===== src/rtl/sc_fir_pkg.sv =====
// rtl/sc_fir_pkg.sv - shared state enum and default sizes for the stochastic FIR sequencer
package sc_fir_pkg;

  localparam int SC_N       = 12;
  localparam int SC_LENGTH  = 19;
  localparam int SC_LEN_IDX = 5;

  typedef enum logic [1:0] {
    IDLE = 2'd0,
    RUN  = 2'd1,
    DONE = 2'd2
  } state_t;

endpackage


===== src/rtl/sc_vdc_cnt.sv =====
// rtl/sc_vdc_cnt.sv - window counter with forward and bit-reversed (van der Corput) outputs
module sc_vdc_cnt
  import sc_fir_pkg::*;
#(
  parameter int N = SC_N
) (
  input  logic         clock,
  input  logic         reset_n,
  input  logic         i_clr,
  input  logic         i_en,
  output logic [N-1:0] o_cnt,
  output logic [N-1:0] o_cnt_rev
);

  logic [N-1:0] r_cnt;
  logic [N-1:0] w_rev;

  always_ff @(posedge clock) begin
    if (!reset_n) begin
      r_cnt <= '0;
    end else if (i_clr) begin
      r_cnt <= '0;
    end else if (i_en) begin
      r_cnt <= r_cnt + 1'b1;
    end
  end

  always_comb begin
    w_rev = '0;
    for (int i = 0; i < N; i++) begin
      w_rev[i] = r_cnt[N-1-i];
    end
  end

  assign o_cnt     = r_cnt;
  assign o_cnt_rev = w_rev;

endmodule


===== src/rtl/sc_fir_seq.sv =====
// rtl/sc_fir_seq.sv - stochastic FIR window sequencer; optional abort input under SC_FIR_SEQ_ABORT_EN
module sc_fir_seq
  import sc_fir_pkg::*;
#(
  parameter int N       = SC_N,
  parameter int LENGTH  = SC_LENGTH,
  parameter int LEN_IDX = SC_LEN_IDX
) (
  input  logic               clock,
  input  logic               reset_n,
`ifdef SC_FIR_SEQ_ABORT_EN
  input  logic               abort,
`endif
  input  logic               in_valid,
  output logic               in_ready,
  input  logic [N-1:0]       in_sample,
  output logic [N-1:0]       rng_re,
  output logic [LEN_IDX-1:0] tap_sel,
  output logic [N-1:0]       tap_sample,
  output logic               run,
  input  logic               sc_bit,
  output logic               out_valid,
  input  logic               out_ready,
  output logic [N:0]         out_count
);

  localparam logic [LEN_IDX-1:0] TAP_LAST = LEN_IDX'(LENGTH - 1);

  state_t             r_state;
  state_t             w_next;
  logic [N-1:0]       r_d [0:LENGTH-1];
  logic [LEN_IDX-1:0] r_tap;
  logic [N:0]         r_acc;
  logic [N:0]         r_out_count;
  logic [N-1:0]       w_cnt;
  logic [N-1:0]       w_cnt_rev;
  logic               w_accept;
  logic               w_last;
  logic               w_abort;
  logic               w_run;

  assign w_run    = (r_state == RUN);
  assign w_accept = (r_state == IDLE) && in_valid;
  assign w_last   = w_run && (w_cnt == '1);

`ifdef SC_FIR_SEQ_ABORT_EN
  assign w_abort = abort && (r_state != IDLE);
`else
  assign w_abort = 1'b0;
`endif

  sc_vdc_cnt #(.N(N)) u_cnt (
    .clock     (clock),
    .reset_n   (reset_n),
    .i_clr     (w_accept),
    .i_en      (w_run),
    .o_cnt     (w_cnt),
    .o_cnt_rev (w_cnt_rev)
  );

  always_comb begin
    w_next = r_state;
    case (r_state)
      IDLE:    if (w_accept) w_next = RUN;
      RUN:     if (w_last) w_next = DONE;
      DONE:    if (out_ready) w_next = IDLE;
      default: w_next = IDLE;
    endcase
    if (w_abort) w_next = IDLE;
  end

  always_ff @(posedge clock) begin
    if (!reset_n) r_state <= IDLE;
    else          r_state <= w_next;
  end

  // Abort leaves the delay line untouched; only an accepted sample shifts it.
  always_ff @(posedge clock) begin
    if (!reset_n) begin
      for (int k = 0; k < LENGTH; k++) r_d[k] <= '0;
    end else if (w_accept) begin
      r_d[0] <= in_sample;
      for (int k = 1; k < LENGTH; k++) r_d[k] <= r_d[k-1];
    end
  end

  always_ff @(posedge clock) begin
    if (!reset_n) begin
      r_tap <= '0;
      r_acc <= '0;
    end else if (w_accept || w_abort) begin
      r_tap <= '0;
      r_acc <= '0;
    end else if (w_run) begin
      r_tap <= (r_tap == TAP_LAST) ? '0 : r_tap + 1'b1;
      r_acc <= r_acc + (N+1)'(sc_bit);
    end
  end

  // The last bit of the window is folded in here rather than waiting a cycle for r_acc.
  always_ff @(posedge clock) begin
    if (!reset_n) begin
      r_out_count <= '0;
    end else if (w_last && !w_abort) begin
      r_out_count <= r_acc + (N+1)'(sc_bit);
    end
  end

  assign in_ready   = (r_state == IDLE);
  assign run        = w_run;
  assign out_valid  = (r_state == DONE);
  assign out_count  = r_out_count;
  assign rng_re     = w_run ? w_cnt_rev : '0;
  assign tap_sel    = w_run ? r_tap : '0;
  assign tap_sample = r_d[tap_sel];

endmodule


===== config.mk =====
export PLATFORM = sky130hd
export DESIGN_NAME = sc_fir_seq
export DESIGN_NICKNAME = d
export VERILOG_FILES = /design/src/rtl/sc_fir_pkg.sv /design/src/rtl/sc_vdc_cnt.sv /design/src/rtl/sc_fir_seq.sv
export SDC_FILE = /design/constraint.sdc
export NUM_CORES = 1
export LEC_CHECK = 0
export BUFFER_PORTS_ARGS = -buffer_cell sky130_fd_sc_hd__buf_2
export CAP_MARGIN = 20
export CORE_ASPECT_RATIO = 0.9
export CORE_UTILIZATION = 66
export CTS_CLUSTER_DIAMETER = 40
export DETAILED_ROUTE_END_ITERATION = 8
export GPL_TIMING_DRIVEN = 0
export PLACE_DENSITY_LB_ADDON = 0.25
export SETUP_SLACK_MARGIN = 0.3
export SYNTH_ARGS = -nofsm -noshare
export SYNTH_HDL_FRONTEND = slang
export SYNTH_SLANG_ARGS = --single-unit

===== constraint.sdc =====
create_clock -name clock -period 12.3 [get_ports clock]
set_clock_uncertainty 0.05 [all_clocks]
set_input_delay 1.23 -clock clock [delete_from_list [all_inputs] [get_ports clock]]
set_output_delay 1.23 -clock clock [all_outputs]
set_load 0.01 [all_outputs]

# Word-level counts from Yosys, hierarchy flattened
# Memories as Yosys holds them, arrays and structs flattened.
# Index checks and enable logic that the tools add are counted.
[classes]
order_cmp = 0
div = 0
n_addsub = 3
n_mux = 30
n_reduce_logical = 5
bitwise_logic = 20
eq_ne = 7
shift = 0
mul = 0
[op_table]
columns = ["op", "count"]
rows = [
  ["2-to-1 mux 12 bit", 20],
  ["bitwise OR 1 bit", 19],
  ["adder 13 x 1 -> 13 bit", 1],
  ["adder 12 x 1 -> 12 bit, second input constant", 1],
  ["equality test 12 bit, second input constant", 1],
  ["2-to-1 mux 5 bit", 2],
  ["2-to-1 mux 2 bit", 3],
  ["one-hot mux 2 bit (3 select lines)", 1],
  ["adder 5 x 1 -> 5 bit, second input constant", 1],
  ["equality test 5 bit, second input constant", 1],
  ["2-to-1 mux 1 bit", 4],
  ["!= test 2 x 1 -> 1 bit, second input constant", 2],
  ["AND reduction 3 bit", 1],
  ["equality test 2 x 1 -> 1 bit, second input constant", 1],
  ["equality test 2 bit, second input constant", 1],
  ["logical AND 1 bit", 2],
  ["logical NOT 2 bit", 1],
  ["!= test 2 bit, second input constant", 1],
  ["OR reduction 2 bit", 1],
  ["inverter 1 bit", 1],
]
[totals]
latchBits = 0
ff_bits = 45
wordCells = 71
rom_bits = 0
inputBits = 17
ramBits = 228
n_memories = 1
[mem_list]
columns = ["name", "depth", "word_bits", "read_ports", "rd_ports_with_merged_regs", "write_ports", "line", "source"]
rows = [
  ["r_d", 19, 12, 19, 0, 19, "sc_fir_seq.sv:31", "logic [N-1:0] r_d [0:LENGTH-1];"],
]

# Longest topological paths before layout
[logic_depth]
depth_word = 6
ltp_mapped = 9
mapped_depth_nobuf = 7

# Modules after synthesis
# A second synthesis with hierarchy kept.
[hier_totals]
cells_unflattened = 1070
area_unflattened_um2 = 12648.4
[modules_own_cells]
columns = ["mod", "instances", "area_each_um2", "cells_per_inst"]
rows = [
  ["sc_fir_seq", 1, 12000.3, 998],
  ["sc_vdc_cnt", 1, 648.1, 72],
]

# Worst setup path after synthesis
# Ideal clock, no wire load.
[synth_path]
kind = "input to register"
from = "in reset_n"
to = "mem r_d[0][0] (netlist name), enable pin"
arrival_ps = 4388
setup_slack_ps = 7372
setup_ps = 491
cell_stages = 4
path_cell_list = "buf_2 -> nand2_1 -> buf_2 -> buf_2"
[synth_lines]
columns = ["element", "line", "source"]
rows = [
  ["start, declared", "sc_fir_seq.sv:10", "input logic reset_n,"],
  ["end, declared", "sc_fir_seq.sv:31", ""],
]

# Final worst setup path
[layout_path]
from = "reg r_tap[1]"
to = "out tap_sample[10]"
[layout_via]
elab_chain_len = 2
[layout_lines]
columns = ["element", "line", "source"]
rows = [
  ["start, declared", "sc_fir_seq.sv:32", "logic [LEN_IDX-1:0] r_tap;"],
  ["start signal, assigned", "sc_fir_seq.sv:95", "r_tap <= (r_tap == TAP_LAST) ? '0 : r_tap + 1'b1;"],
  ["2-to-1 mux 5 bit", "sc_fir_seq.sv:114", "assign tap_sel = w_run ? r_tap : '0;"],
  ["memory read (19 x 12 bit)", "n/a", ""],
  ["end, declared", "sc_fir_seq.sv:19", "output logic [N-1:0] tap_sample,"],
]
# Every way passes these cells.

==> impl_metrics.py <==
metrics = {
    "yosys": {
        "synth_edf_count": 228,
        "netlist-cell-type-count": 49,
        "synth_largest_area_cell": "edfxtp_1",
        "synthesis.instances": 1051,
        "syn_nets": 1073,
        "synth_seq_cells": 273,
        "yosysMostFrequentCell": "and2_1",
        "synthArstFlopShare_pct": 0,
        "synth_top_area_share_pct": 54.4,
        "synthTopCellsByArea": "edfxtp_1 (54%), and2_1 (12%), dfxtp_1 (7.2%), mux2i_1 (4.0%), a21oi_1 (2.3%)",
        "synth_commonest_cells": "and2_1 (241), edfxtp_1 (228), nand2_1 (60)",
        "syn_area_um2": 12600,
        "synth_flop_cell": "edfxtp_1",
        "syn_avg_cell_area_um2": 12.0,
        "ys_warn_count": 0,
        "ys_seq_area_share_pct": 61.5,
    },
    "global_routing": {
        "grt_pass1_wl_um": 43700,
        "grt_overflow_total": 0,
        "antenna_found_initial": 0,
        "grt_pass1_vias": 8184,
        "grt_usage_pct": 28.9,
        "grt_max_degree": 124,
    },
    "worst_setup_path": {
        "endpoint_kind": "primary output",
        "r2r-start": "r_state[1]",
        "cp.arrival_ps": 2910,
        "reg2reg_depth": 7,
        "r2r_slack_ps": 9470,
        "r2r_end": "r_d[14][0]",
        "cp.required_ps": 11020,
        "critPathMaxFanout": 10,
        "critPathKind": "reg2out",
        "cp-start-kind": "flip-flop",
    },
    "layout": {
        "seq_area_um2": 7750,
        "stdcell_area_um2": 14400,
        "antenna_cells": 0,
        "area_growth_pct": 14.5,
        "finalNonFillerCells": 1418,
        "fillers": 1133,
        "layout-drive-gt1-share_pct": 14.0,
        "finalNetCount": 1172,
        "utilization_pct": 77.8,
        "multi_input_area_um2": 4420,
    },
    "detailed_routing": {
        "final_antenna_net_count": 0,
        "vias": 8419,
        "wl_per_cell_um": 19.5,
        "firstDrtPassIters": 5,
        "drc": 0,
        "wirelength_um": 27700,
        "drt_iter0_markers": 718,
        "via_per_inst": 5.94,
    },
    "sta": {
        "slew_violations": 0,
        "relSlewSlack_pct": 41.1,
        "worst_pin_slew_ps": 884,
        "hold_violations": 0,
        "setup_slack_ps": 8110,
        "setup_tns_ps": 0,
        "fin_crit_ps": 4190,
        "finalSetupViolCount": 0,
        "post-route-period-util_pct": 34.1,
        "fmax_mhz": 239,
        "rsz0062_at_grt": "no",
    },
    "clock_tree": {
        "postCtsSetupRepairBufs": 0,
        "ctsResizeCount": 0,
        "insertion_delay_ps": 500,
        "cts_tree": "yes",
        "clkSinkCount": 273,
        "clock_path_buffers": 3,
        "holdBufCountCts": 0,
        "h-tree-depth": 2,
        "ctsRootBufferMaster": "clkbuf_16",
        "cts_inserted_buffers": 35,
        "clk_pin_slew_worst_paths_ps": 60,
    },
    "run_status": {
        "outcome": "completed",
    },
    "placement": {
        "dp_hpwl_um": 19000,
        "place_ws_ps": 8680,
        "port_buffers": 61,
        "dpl-instance-area_um2": 13200,
        "gp_congestion": 0.872,
        "dp.cells": 1358,
    },
    "power": {
        "peakVddDrop_v": 0.000116,
        "p_leak_nw": 5.54,
        "p_per_area_nw_per_um2": 156,
    },
    "worst_hold_path": {
        "min_to": "r_acc[0]",
        "holdPathStages": 2,
        "hp-start": "r_acc[0]",
        "worstHoldPathType": "reg2reg",
    },
    "die": {
        "die-area_um2": 19600,
        "start_util_pct": 68.0,
        "num_rows": 47,
        "ios": 62,
        "die_h_um": 133,
        "core_um2": 18500,
        "die_w_um": 148,
    },
    "flow_run": {
        "drv_cap": 0,
    },
}
==> metrics by stage <==
stage	hold WS, ps	power [W]
2_1_floorplan	390	0.00119
3_3_place_gp	396	0.00124
3_5_place_dp	405	0.00124
4_1_cts	447	0.00226
5_1_grt	460	0.00231
6_report	444	0.00225
==> power breakdown <==
part	switching, W	internal, W	total (W)	leakage (nW)
registers	0.0000272	0.00106	0.00109	2.83
logic	0.0000887	0.0000474	0.000136	2.14
clock network	0.000390	0.000636	0.00103	0.569
total	0.000506	0.00175	0.00225	5.54
==> kinds of logic after synthesis <==
family	after synthesis	share of synthesized area, %
adders and majority gates	5	0.497
AOI/OAI and AO/OA	181	8.90
DFF	273	61.5
buffers and inverters	84	3.36
and+or+nand+nor	423	19.3
xor gates and xnor gates	35	2.44
muxes	50	3.98
==> state kept, by name, indices dropped and copies added, names as in the netlist <==
name and cells:
out_count 13, r_acc 13, r_d 228, r_state 2, r_tap 5, u_cnt.o_cnt 12
==> critical path: stages, from the launching register on <==
cell and delay [ps]:
dfxtp_1 350, buf_2 220, nor2_1 160, clkbuf_1 490, o21ai_0 190, o211ai_1 150, a21oi_1 100, o311ai_1 530
buf_2 230
==> cell usage in the layout (no fill, tap or decap), types with 16 or more instances in the layout <==
master,instances
and2_1,241
edfxtp_1,228
buf_2,78
nand2_1,60
a21oi_1,57
o21ai_0,52
mux2i_1,50
dfxtp_1,45
clkbuf_1,43
nor2_1,39
clkbuf_16,37
nand3_1,36
o211ai_1,24
xor2_1,19
xnor2_1,16
==> metal layers <==
layer,GRT usage (%),vias to the layer above,part of all wire (%),routed length (µm)
met1,39.4,4105,41,11500
met2,48.5,311,49,13700
li1,-,3949,-,-
met3,4.69,54,7.1,1970
met4,7.50,0,2.0,548
met5,0,-,0,0
==> worst max path at each step <==
stage | end | cells after the start | start | slack, ps
6_report | tap_sample[10] | 8 | r_tap[1] | 8110
5_1_grt | tap_sample[10] | 9 | r_state[1] | 8020
3_3_place_gp | r_d[18][7] | 5 | reset_n | 6100
2_1_floorplan | r_d[0][0] | 4 | reset_n | 7370
4_1_cts | tap_sample[10] | 8 | r_tap[1] | 8200
3_5_place_dp | r_d[18][7] | 6 | reset_n | 8680
==> area by class of cell <==
cell class | count | share of cell area [%]
Sequential cell | 273 | 53.8
Multi-Input combinational cell | 694 | 30.7
Clock buffer | 39 | 6.48
Buffer | 79 | 2.86
Timing Repair Buffer | 62 | 2.31
Tap cell | 245 | 2.13
Clock inverter | 21 | 1.65
Inverter | 5 | 0.148
Note: power is estimated with default switching activity, not from simulation.
